[src/rtl/rv32_pkg.sv]
// Shared RV32I definitions: funct3 encodings for loads/stores and the MEM-stage FSM states.
package rv32_pkg;

    localparam logic [2:0] F3_LB  = 3'b000;
    localparam logic [2:0] F3_LH  = 3'b001;
    localparam logic [2:0] F3_LW  = 3'b010;
    localparam logic [2:0] F3_LBU = 3'b100;
    localparam logic [2:0] F3_LHU = 3'b101;
    localparam logic [2:0] F3_SB  = 3'b000;
    localparam logic [2:0] F3_SH  = 3'b001;
    localparam logic [2:0] F3_SW  = 3'b010;

    typedef enum logic {
        IDLE,
        BUSY
    } mem_state_t;

endpackage

[src/rtl/load_align.sv]
// Load data alignment: picks the addressed byte/halfword and zero- or sign-extends it.
module load_align
    import rv32_pkg::*;
(
    input  logic [31:0] rdata_i,
    input  logic [1:0]  addr_i,
    input  logic [2:0]  funct3_i,
    output logic [31:0] data_o
);

    logic [7:0]  byte_sel;
    logic [15:0] half_sel;

    always_comb begin
        byte_sel = rdata_i[7:0];
        case (addr_i)
            2'd1:    byte_sel = rdata_i[15:8];
            2'd2:    byte_sel = rdata_i[23:16];
            2'd3:    byte_sel = rdata_i[31:24];
            default: byte_sel = rdata_i[7:0];
        endcase
        half_sel = addr_i[1] ? rdata_i[31:16] : rdata_i[15:0];

        case (funct3_i)
            F3_LB:   data_o = {{24{byte_sel[7]}}, byte_sel};
            F3_LH:   data_o = {{16{half_sel[15]}}, half_sel};
            F3_LBU:  data_o = {24'h0, byte_sel};
            F3_LHU:  data_o = {16'h0, half_sel};
            default: data_o = rdata_i;
        endcase
    end

endmodule

[src/rtl/mem_access_unit.sv]
// MEM-stage load/store unit: bus handshake with wait/timeout FSM, store lanes,
// alignment check and combinational write-back triple for MEM/WB.
module mem_access_unit
    import rv32_pkg::*;
#(
    parameter int unsigned TIMEOUT_CYCLES = 16
) (
    input  logic        clk,
    input  logic        reset,
    input  logic        valid_in,
    input  logic [31:0] alu_result,
    input  logic [31:0] store_data,
    input  logic [2:0]  funct3,
    input  logic        mem_read,
    input  logic        mem_write,
    input  logic [4:0]  rd_addr_in,
    input  logic        reg_enable_in,
    output logic        bus_req,
    output logic        bus_we,
    output logic [31:0] bus_addr,
    output logic [31:0] bus_wdata,
    output logic [3:0]  bus_be,
    input  logic        bus_ready,
    input  logic [31:0] bus_rdata,
    output logic [31:0] wb_data,
    output logic [4:0]  wb_rd_addr,
    output logic        wb_reg_enable,
    output logic        stall,
    output logic        misalign_err,
    output logic        bus_timeout
);

    localparam int unsigned CW = (TIMEOUT_CYCLES > 2) ? $clog2(TIMEOUT_CYCLES) : 1;
    localparam logic [CW-1:0] LAST = CW'(TIMEOUT_CYCLES - 1);

    mem_state_t    state_q, state_d;
    logic [CW-1:0] count_q, count_d;

    logic        mem_op, is_load, is_store, misaligned;
    logic [1:0]  size;
    logic [3:0]  lane_be;
    logic [31:0] lane_wdata;
    logic [31:0] load_data;

    load_align u_load_align (
        .rdata_i  (bus_rdata),
        .addr_i   (alu_result[1:0]),
        .funct3_i (funct3),
        .data_o   (load_data)
    );

    // Both flags set decodes as a load, so a store needs mem_read low.
    assign mem_op   = valid_in & (mem_read | mem_write);
    assign is_load  = valid_in & mem_read;
    assign is_store = valid_in & mem_write & ~mem_read;
    assign size     = funct3[1:0];
    assign misaligned = ((size == 2'b01) & alu_result[0]) | (size[1] & (|alu_result[1:0]));

    always_comb begin
        case (size)
            2'b00: begin
                lane_be    = 4'b0001 << alu_result[1:0];
                lane_wdata = {4{store_data[7:0]}};
            end
            2'b01: begin
                lane_be    = 4'b0011 << alu_result[1:0];
                lane_wdata = {2{store_data[15:0]}};
            end
            default: begin
                lane_be    = 4'b1111;
                lane_wdata = store_data;
            end
        endcase
    end

    always_comb begin
        state_d       = state_q;
        count_d       = count_q;
        bus_req       = 1'b0;
        stall         = 1'b0;
        misalign_err  = 1'b0;
        bus_timeout   = 1'b0;
        wb_reg_enable = reg_enable_in & valid_in & ~mem_op;

        case (state_q)
            IDLE: begin
                if (mem_op) begin
                    if (misaligned) begin
                        misalign_err = 1'b1;
                    end else begin
                        bus_req = 1'b1;
                        if (bus_ready) begin
                            wb_reg_enable = is_load & reg_enable_in;
                        end else begin
                            stall   = 1'b1;
                            state_d = BUSY;
                            count_d = '0;
                        end
                    end
                end
            end
            BUSY: begin
                bus_req = 1'b1;
                stall   = 1'b1;
                count_d = count_q + 1'b1;
                // Ready is checked first so it wins over a coincident timeout.
                if (bus_ready) begin
                    stall         = 1'b0;
                    wb_reg_enable = is_load & reg_enable_in;
                    state_d       = IDLE;
                end else if (count_q == LAST) begin
                    bus_req     = 1'b0;
                    stall       = 1'b0;
                    bus_timeout = 1'b1;
                    state_d     = IDLE;
                end
            end
            default: state_d = IDLE;
        endcase

        bus_we     = bus_req & is_store;
        bus_addr   = bus_req ? {alu_result[31:2], 2'b00} : '0;
        bus_wdata  = bus_we ? lane_wdata : '0;
        bus_be     = bus_we ? lane_be : '0;
        wb_data    = is_load ? load_data : alu_result;
        wb_rd_addr = rd_addr_in;

        if (reset) begin
            bus_req       = 1'b0;
            bus_we        = 1'b0;
            bus_addr      = '0;
            bus_wdata     = '0;
            bus_be        = '0;
            stall         = 1'b0;
            misalign_err  = 1'b0;
            bus_timeout   = 1'b0;
            wb_data       = '0;
            wb_rd_addr    = '0;
            wb_reg_enable = 1'b0;
        end
    end

    always_ff @(posedge clk) begin
        if (reset) begin
            state_q <= IDLE;
            count_q <= '0;
        end else begin
            state_q <= state_d;
            count_q <= count_d;
        end
    end

endmodule

[config.mk]
export PLATFORM = sky130hd
export DESIGN_NAME = mem_access_unit
export DESIGN_NICKNAME = d
export VERILOG_FILES = /design/src/rtl/rv32_pkg.sv /design/src/rtl/load_align.sv /design/src/rtl/mem_access_unit.sv
export SDC_FILE = /design/constraint.sdc
export NUM_CORES = 1
export LEC_CHECK = 0
export CORE_ASPECT_RATIO = 0.9
export CORE_MARGIN = 4
export CORE_UTILIZATION = 31
export DETAILED_ROUTE_END_ITERATION = 10
export PLACE_DENSITY = 0.85
export SETUP_SLACK_MARGIN = 0.02
export SYNTH_ARGS = -nofsm -noshare
export SYNTH_HDL_FRONTEND = slang
export SYNTH_SLANG_ARGS = --single-unit
[constraint.sdc]
create_clock -name clk -period 3.5 [get_ports clk]
set_input_delay 1.05 -clock clk [delete_from_list [all_inputs] [get_ports clk]]
set_output_delay 1.05 -clock clk [all_outputs]
set_load 0.02 [all_outputs]
== After elaboration in Yosys (flattened, before gate mapping) ==
Index checks and enable logic that the tools add are counted.

* Bits in registers: 5
* Output and inout bits: 111

* Add/subtract/negate cells: 1
* Equal/unequal tests: 11
* Shifts and indexed selects: 2
* Multiplexer cells: 44
* Bitwise operators: 15
* Reductions and logical operators: 4

{| class="wikitable"
|+ Operators with widths
! kind !! count
|-
| $mux 32 || 6
|-
| $pmux 32 s4 || 1
|-
| $pmux 32 s2 || 1
|-
| $pmux 8 s3 || 1
|-
| $mux 1 || 23
|-
| $mux 4 || 5
|-
| $mux 16 || 1
|-
| $pmux 4 s2 || 2
|-
| $and 1x1->1 || 10
|-
| $eq 3x3->1 const B || 2
|-
| $ne 2x2->1 const B || 3
|-
| $pmux 1 s2 || 3
|-
| $mux 5 || 1
|-
| $add 4x1->4 const B || 1
|-
| $eq 2x1->1 const B || 2
|-
| $eq 2x2->1 const B || 2
|-
| $eq 4x4->1 const B || 1
|-
| $shl 1x2->4 const A || 1
|-
| $shl 2x2->4 const A || 1
|-
| $eq 3x1->1 const B || 1
|-
| $logic_not 3->1 || 1
|-
| $not 1->1 || 3
|-
| $reduce_and 3->1 || 1
|-
| $logic_not 2->1 || 1
|-
| other kinds (2) || 3
|}

== Logic depth before layout (Yosys ltp) ==
* Depth after elaboration: 9
* Gate-level depth with buffers: 7
* Depth with buffers taken out: 6

== Modules after synthesis ==
Synthesis repeated with hierarchy kept, for this count alone.

* Cell total of the unflattened synthesis: 426
* Area, all modules: 2478.6 um2

{| class="wikitable"
|+ By module, submodules not included
! module !! instances !! cells an instance !! area an instance (um2)
|-
| mem_access_unit || 1 || 316 || 1829.3
|-
| load_align || 1 || 110 || 649.4
|}

== Least setup slack after synthesis ==
OpenSTA, ideal clock, no wires.

* Path type: input to output
* Start point: input port alu_result[0]
* End point: output port bus_addr[15]
* Data arrival time: 2.509 ns
* Required time: 2.450 ns
* Path slack: -0.059 ns
* Stages: 6
* Path buffers: 2
* Cell sequence: buf_4 -> o21ai_4 -> a31oi_1 -> or2_2 -> clkbuf_1 -> nor3b_1

* Longest elaborated chain between the ends: 8
* Elaborated cells on any way between the ends: 9
* Those cells by class: mux (5); bitwise (3); reduce/logical (1)

{| class="wikitable"
|+ RTL lines
! what !! RTL line !! source
|-
| start: declaration || mem_access_unit.sv:11 || <nowiki>input logic [31:0] alu_result,</nowiki>
|-
| $reduce_or 2->1 || mem_access_unit.sv:57 || <nowiki>assign misaligned = ((size == 2'b01) & alu_result[0]) | (size[1] & (|alu_result[1:0]));</nowiki>
|-
| $and 1x1->1 || mem_access_unit.sv:57 ||
|-
| $or 1x1->1 (*) || mem_access_unit.sv:57 ||
|-
| $mux 1 (*) || mem_access_unit.sv:88 || <nowiki>if (misaligned) begin</nowiki>
|-
| $mux 1 (*) || mem_access_unit.sv:87 || <nowiki>if (mem_op) begin</nowiki>
|-
| $pmux 1 s2 (*) || mem_access_unit.sv:85 || <nowiki>case (state_q)</nowiki>
|-
| $mux 32 (*) || mem_access_unit.sv:122 || <nowiki>bus_addr = bus_req ? {alu_result[31:2], 2'b00} : '0;</nowiki>
|-
| $mux 32 (*) || mem_access_unit.sv:128 || <nowiki>if (reset) begin</nowiki>
|-
| end: declaration || mem_access_unit.sv:20 || <nowiki>output logic [31:0] bus_addr,</nowiki>
|}

Mark *: on every way between the ends. The rest lies on a longest branch, timed or not.

== Worst setup path after layout ==
* Start point: input port funct3[2]
* End point: output port wb_data[15]

* Longest elaborated chain between the ends: 4
* Elaborated cells on any way between the ends: 7
* Those cells by class: eq/ne (3); mux (3); reduce/logical (1)

{| class="wikitable"
|+ RTL lines
! what !! RTL line !! source
|-
| start: declaration || mem_access_unit.sv:13 || <nowiki>input logic [2:0] funct3,</nowiki>
|-
| $eq 3x3->1 (tied with other cells) || load_align.sv:24 || <nowiki>case (funct3_i)</nowiki>
|-
| $pmux 32 s4 (*) || load_align.sv:24 ||
|-
| $mux 32 (*) || mem_access_unit.sv:125 || <nowiki>wb_data = is_load ? load_data : alu_result;</nowiki>
|-
| $mux 32 (*) || mem_access_unit.sv:128 ||
|-
| end: declaration || mem_access_unit.sv:25 || <nowiki>output logic [31:0] wb_data,</nowiki>
|}

Marked as above.

==> results.py <==
metrics = {
    "status": {
        "outcome": "complete, no violations",
    },
    "power": {
        "power.density_nw_per_um2": 150,
        "leakagePower_nw": 2.45,
        "ir_drop_mv": 0.107,
    },
    "logic_synthesis": {
        "synthTopCellsByArea": "mux2i_1, and2_1, a21oi_1",
        "async_reset_ff_share_pct": 0,
        "yosys.area.top_type_share_pct": 11.3,
        "synth_edf_count": 0,
        "syn_inst": 383,
        "synth_seq_area_share_pct": 4.33,
        "ys.flop_type": "dfxtp_1",
        "synthDistinctLibCells": 43,
        "synth_top_area_cell": "mux2i_1",
        "synth_area_um2": 2310,
        "avgSynthCellArea_um2": 6.03,
        "ys_warn_count": 0,
        "ys_ff_latch": 5,
    },
    "routing": {
        "via_per_inst": 5.39,
        "post_drt_wl_per_cell_um": 18.1,
        "vias": 3972,
        "drt-initial-drc-count": 136,
        "first_pass_iters": 5,
        "finalWirelength_mm": 13.4,
        "ant_nets": 0,
        "drc": 0,
    },
    "clock_network": {
        "numCtsBuffers": 3,
        "cts_htree_levels": 1,
        "root_buffer": "clkbuf_8",
        "clock_sinks": 5,
        "hold_buffers": 0,
        "clk_pin_slew_worst_paths_ns": 0.04,
        "cts_tree": "built",
        "clock_latency_ns": 0.22,
        "clock_path_buffers": 2,
    },
    "die": {
        "io_pins": 222,
        "die_x_um": 99.0,
        "fp.coreArea_um2": 7150,
        "num_rows": 29,
        "die_h_um": 89.9,
        "die-area_um2": 8900,
        "start_util_pct": 32.3,
    },
    "worst_setup_path": {
        "r2r_slack_ns": 2.13,
        "critPathCaptureType": "output pin",
        "startpoint_type": "input pin",
        "crit_arrival_ns": 2.43,
        "reg2reg_from": "state_q$_DFF_P_",
        "path_class": "in -> out",
        "crit_required_ns": 2.45,
        "worstReg2RegEnd": "count_q[2]$_SDFFE_PP0P_",
        "cp_max_fo": 2,
        "worst-r2r-cell-count": 4,
    },
    "sta": {
        "hold_slack_ns": 0.520,
        "max_freq_mhz": 287,
        "rsz0062_at_grt": "yes",
        "report.final.slew_viol_count": 0,
        "finalCritPeriodShare_pct": 99.5,
        "min_period_ns": 3.48,
        "setup_viol": 0,
        "finalHoldViolCount": 0,
        "skew_ns": 0.000774,
    },
    "cells_and_area": {
        "post-route-util_pct": 70.8,
        "drive_above_1_share_pct": 37.5,
        "nets": 756,
        "syn_to_final_growth_pct": 119,
        "final-instance-count-excl-fill": 737,
    },
    "placed_design": {
        "place_hpwl_mm": 9.88,
        "place_congestion": 0.890,
        "placed_cells": 713,
        "port_buffers": 219,
    },
    "grt": {
        "first_global_vias": 4007,
        "grt_pass1_wl_mm": 20.4,
        "grt_usage_pct": 27.5,
        "grt_max_degree": 31,
        "grt_antenna_before_repair": 1,
        "grt-ovfl-total": 0,
    },
    "worst_hold_path": {
        "hold_start": "count_q[0]$_SDFFE_PP0P_",
        "min_path_type": "reg -> reg",
        "hold_end": "count_q[0]$_SDFFE_PP0P_",
        "hold_path_depth": 2,
    },
    "run": {
        "maxCapViolCount": 0,
    },
}
## worst max path at each step
stage	startpoint	to	slack, ns	depth (start not counted)
global placement	alu_result[0]	wb_data[10]	-0.83	7
detailed placement	alu_result[0]	wb_data[8]	-0.91	7
finish	funct3[2]	wb_data[15]	0.02	5
floorplan	alu_result[0]	bus_addr[15]	-0.06	6
CTS	valid_in	bus_addr[3]	0.01	8
global route	funct3[2]	wb_data[15]	-0.03	5
## power breakdown
| part | internal [mW] | switching, mW |
|---|---|---|
| clock | 0.0784 | 0.0299 |
| sequential | 0.0582 | 0.00188 |
| combinational | 0.304 | 0.285 |
| total | 0.441 | 0.317 |
## what timing repair did
item,4_1_cts,5_1_grt
pin swaps,4,7
gates cloned,3,0
endpoints found under the hold margin,0,0
setup buffers,12,5
endpoints found under the setup margin,109,78
resized for setup,555,65
## worst max-delay path, stage by stage
cell             delay [ns]
clkdlybuf4s50_1        0.41
or4_1                  0.46
o211a_1                0.14
o21ai_0                0.18
buf_4                  0.19
## stage by stage
step	cell area (um2)	total power [mW]	setup WS (ns)	TNS, ns
floorplan	2310	0.294	-0.0591	-0.414
global placement	4860	0.598	-0.831	-75.27
detailed placement	4860	0.608	-0.905	-80.38
CTS	4870	0.726	0.0103	0
global route	5060	0.802	-0.0289	-0.0289
finish	5060	0.758	0.0176	0
## area by class of cell
| class | count | area [um2] |
|---|---|---|
| fillers | 596 | 2090 |
| well taps | 93 | 116 |
| inverters | 5 | 21.3 |
| diodes | 1 | 2.50 |
| multi-input cells | 336 | 2240 |
| clock buffers | 4 | 45.0 |
| flip-flops and latches | 5 | 100 |
| repair buffers | 293 | 2530 |
## per-layer routing
layer	up-vias	track usage, %	part of all wire (%)	routed length (um)
met5	-	0	0	0
met1	1858	30.9	37	4950
met4	0	6.83	1.9	259
met2	201	51.1	52	6880
met3	29	6.89	9.5	1270
li1	1884	-	-	-
## synth_stat cells, types with 9 or more instances
library cell   n
a21oi_1       37
a31oi_1        9
and2_1        31
and3_1        16
buf_2         10
clkbuf_1      21
mux2i_1       26
nand2_1       44
nand2b_1       9
nand3b_1       9
nor2_1        48
nor3b_1       15
o21ai_0       33
o221ai_1      14
## cells by family after synthesis
family          after synthesis  share of synthesized area, %
mux                          28                          12.7
other cells                   1                         0.162
flops                         5                          4.33
simple gates                202                          46.0
fa+ha+maj                     1                         0.542
buf+inv                      43                          9.32
compound gates              103                          26.9
## layout by cell type (no fill, tap or decap), types with 3 or more instances in the layout
cell             instances
a21oi_1                 33
a21oi_2                  5
a31oi_1                  7
and2_1                  23
and2_4                   8
and3_1                  16
buf_12                   6
buf_2                   55
buf_4                   92
buf_6                   23
clkbuf_8                 3
clkdlybuf4s15_2          3
clkdlybuf4s50_1         99
dfxtp_1                  5
dlygate4sd2_1            9
inv_1                    4
mux2i_1                 25
nand2_1                 44
nand2b_1                 9
nand3_2                  8
nand3b_1                 9
nor2_1                  47
nor2b_1                  6
nor3b_1                  7
nor3b_2                  8
o21ai_0                 23
o21ai_1                  8
o221ai_1                10
o221ai_2                 4
## registers in the layout, indices dropped and copies added, names as in the netlist
signal / cells
count_q: 4
state_q: 1
No activity file was read; power rests on OpenSTA's default activity.
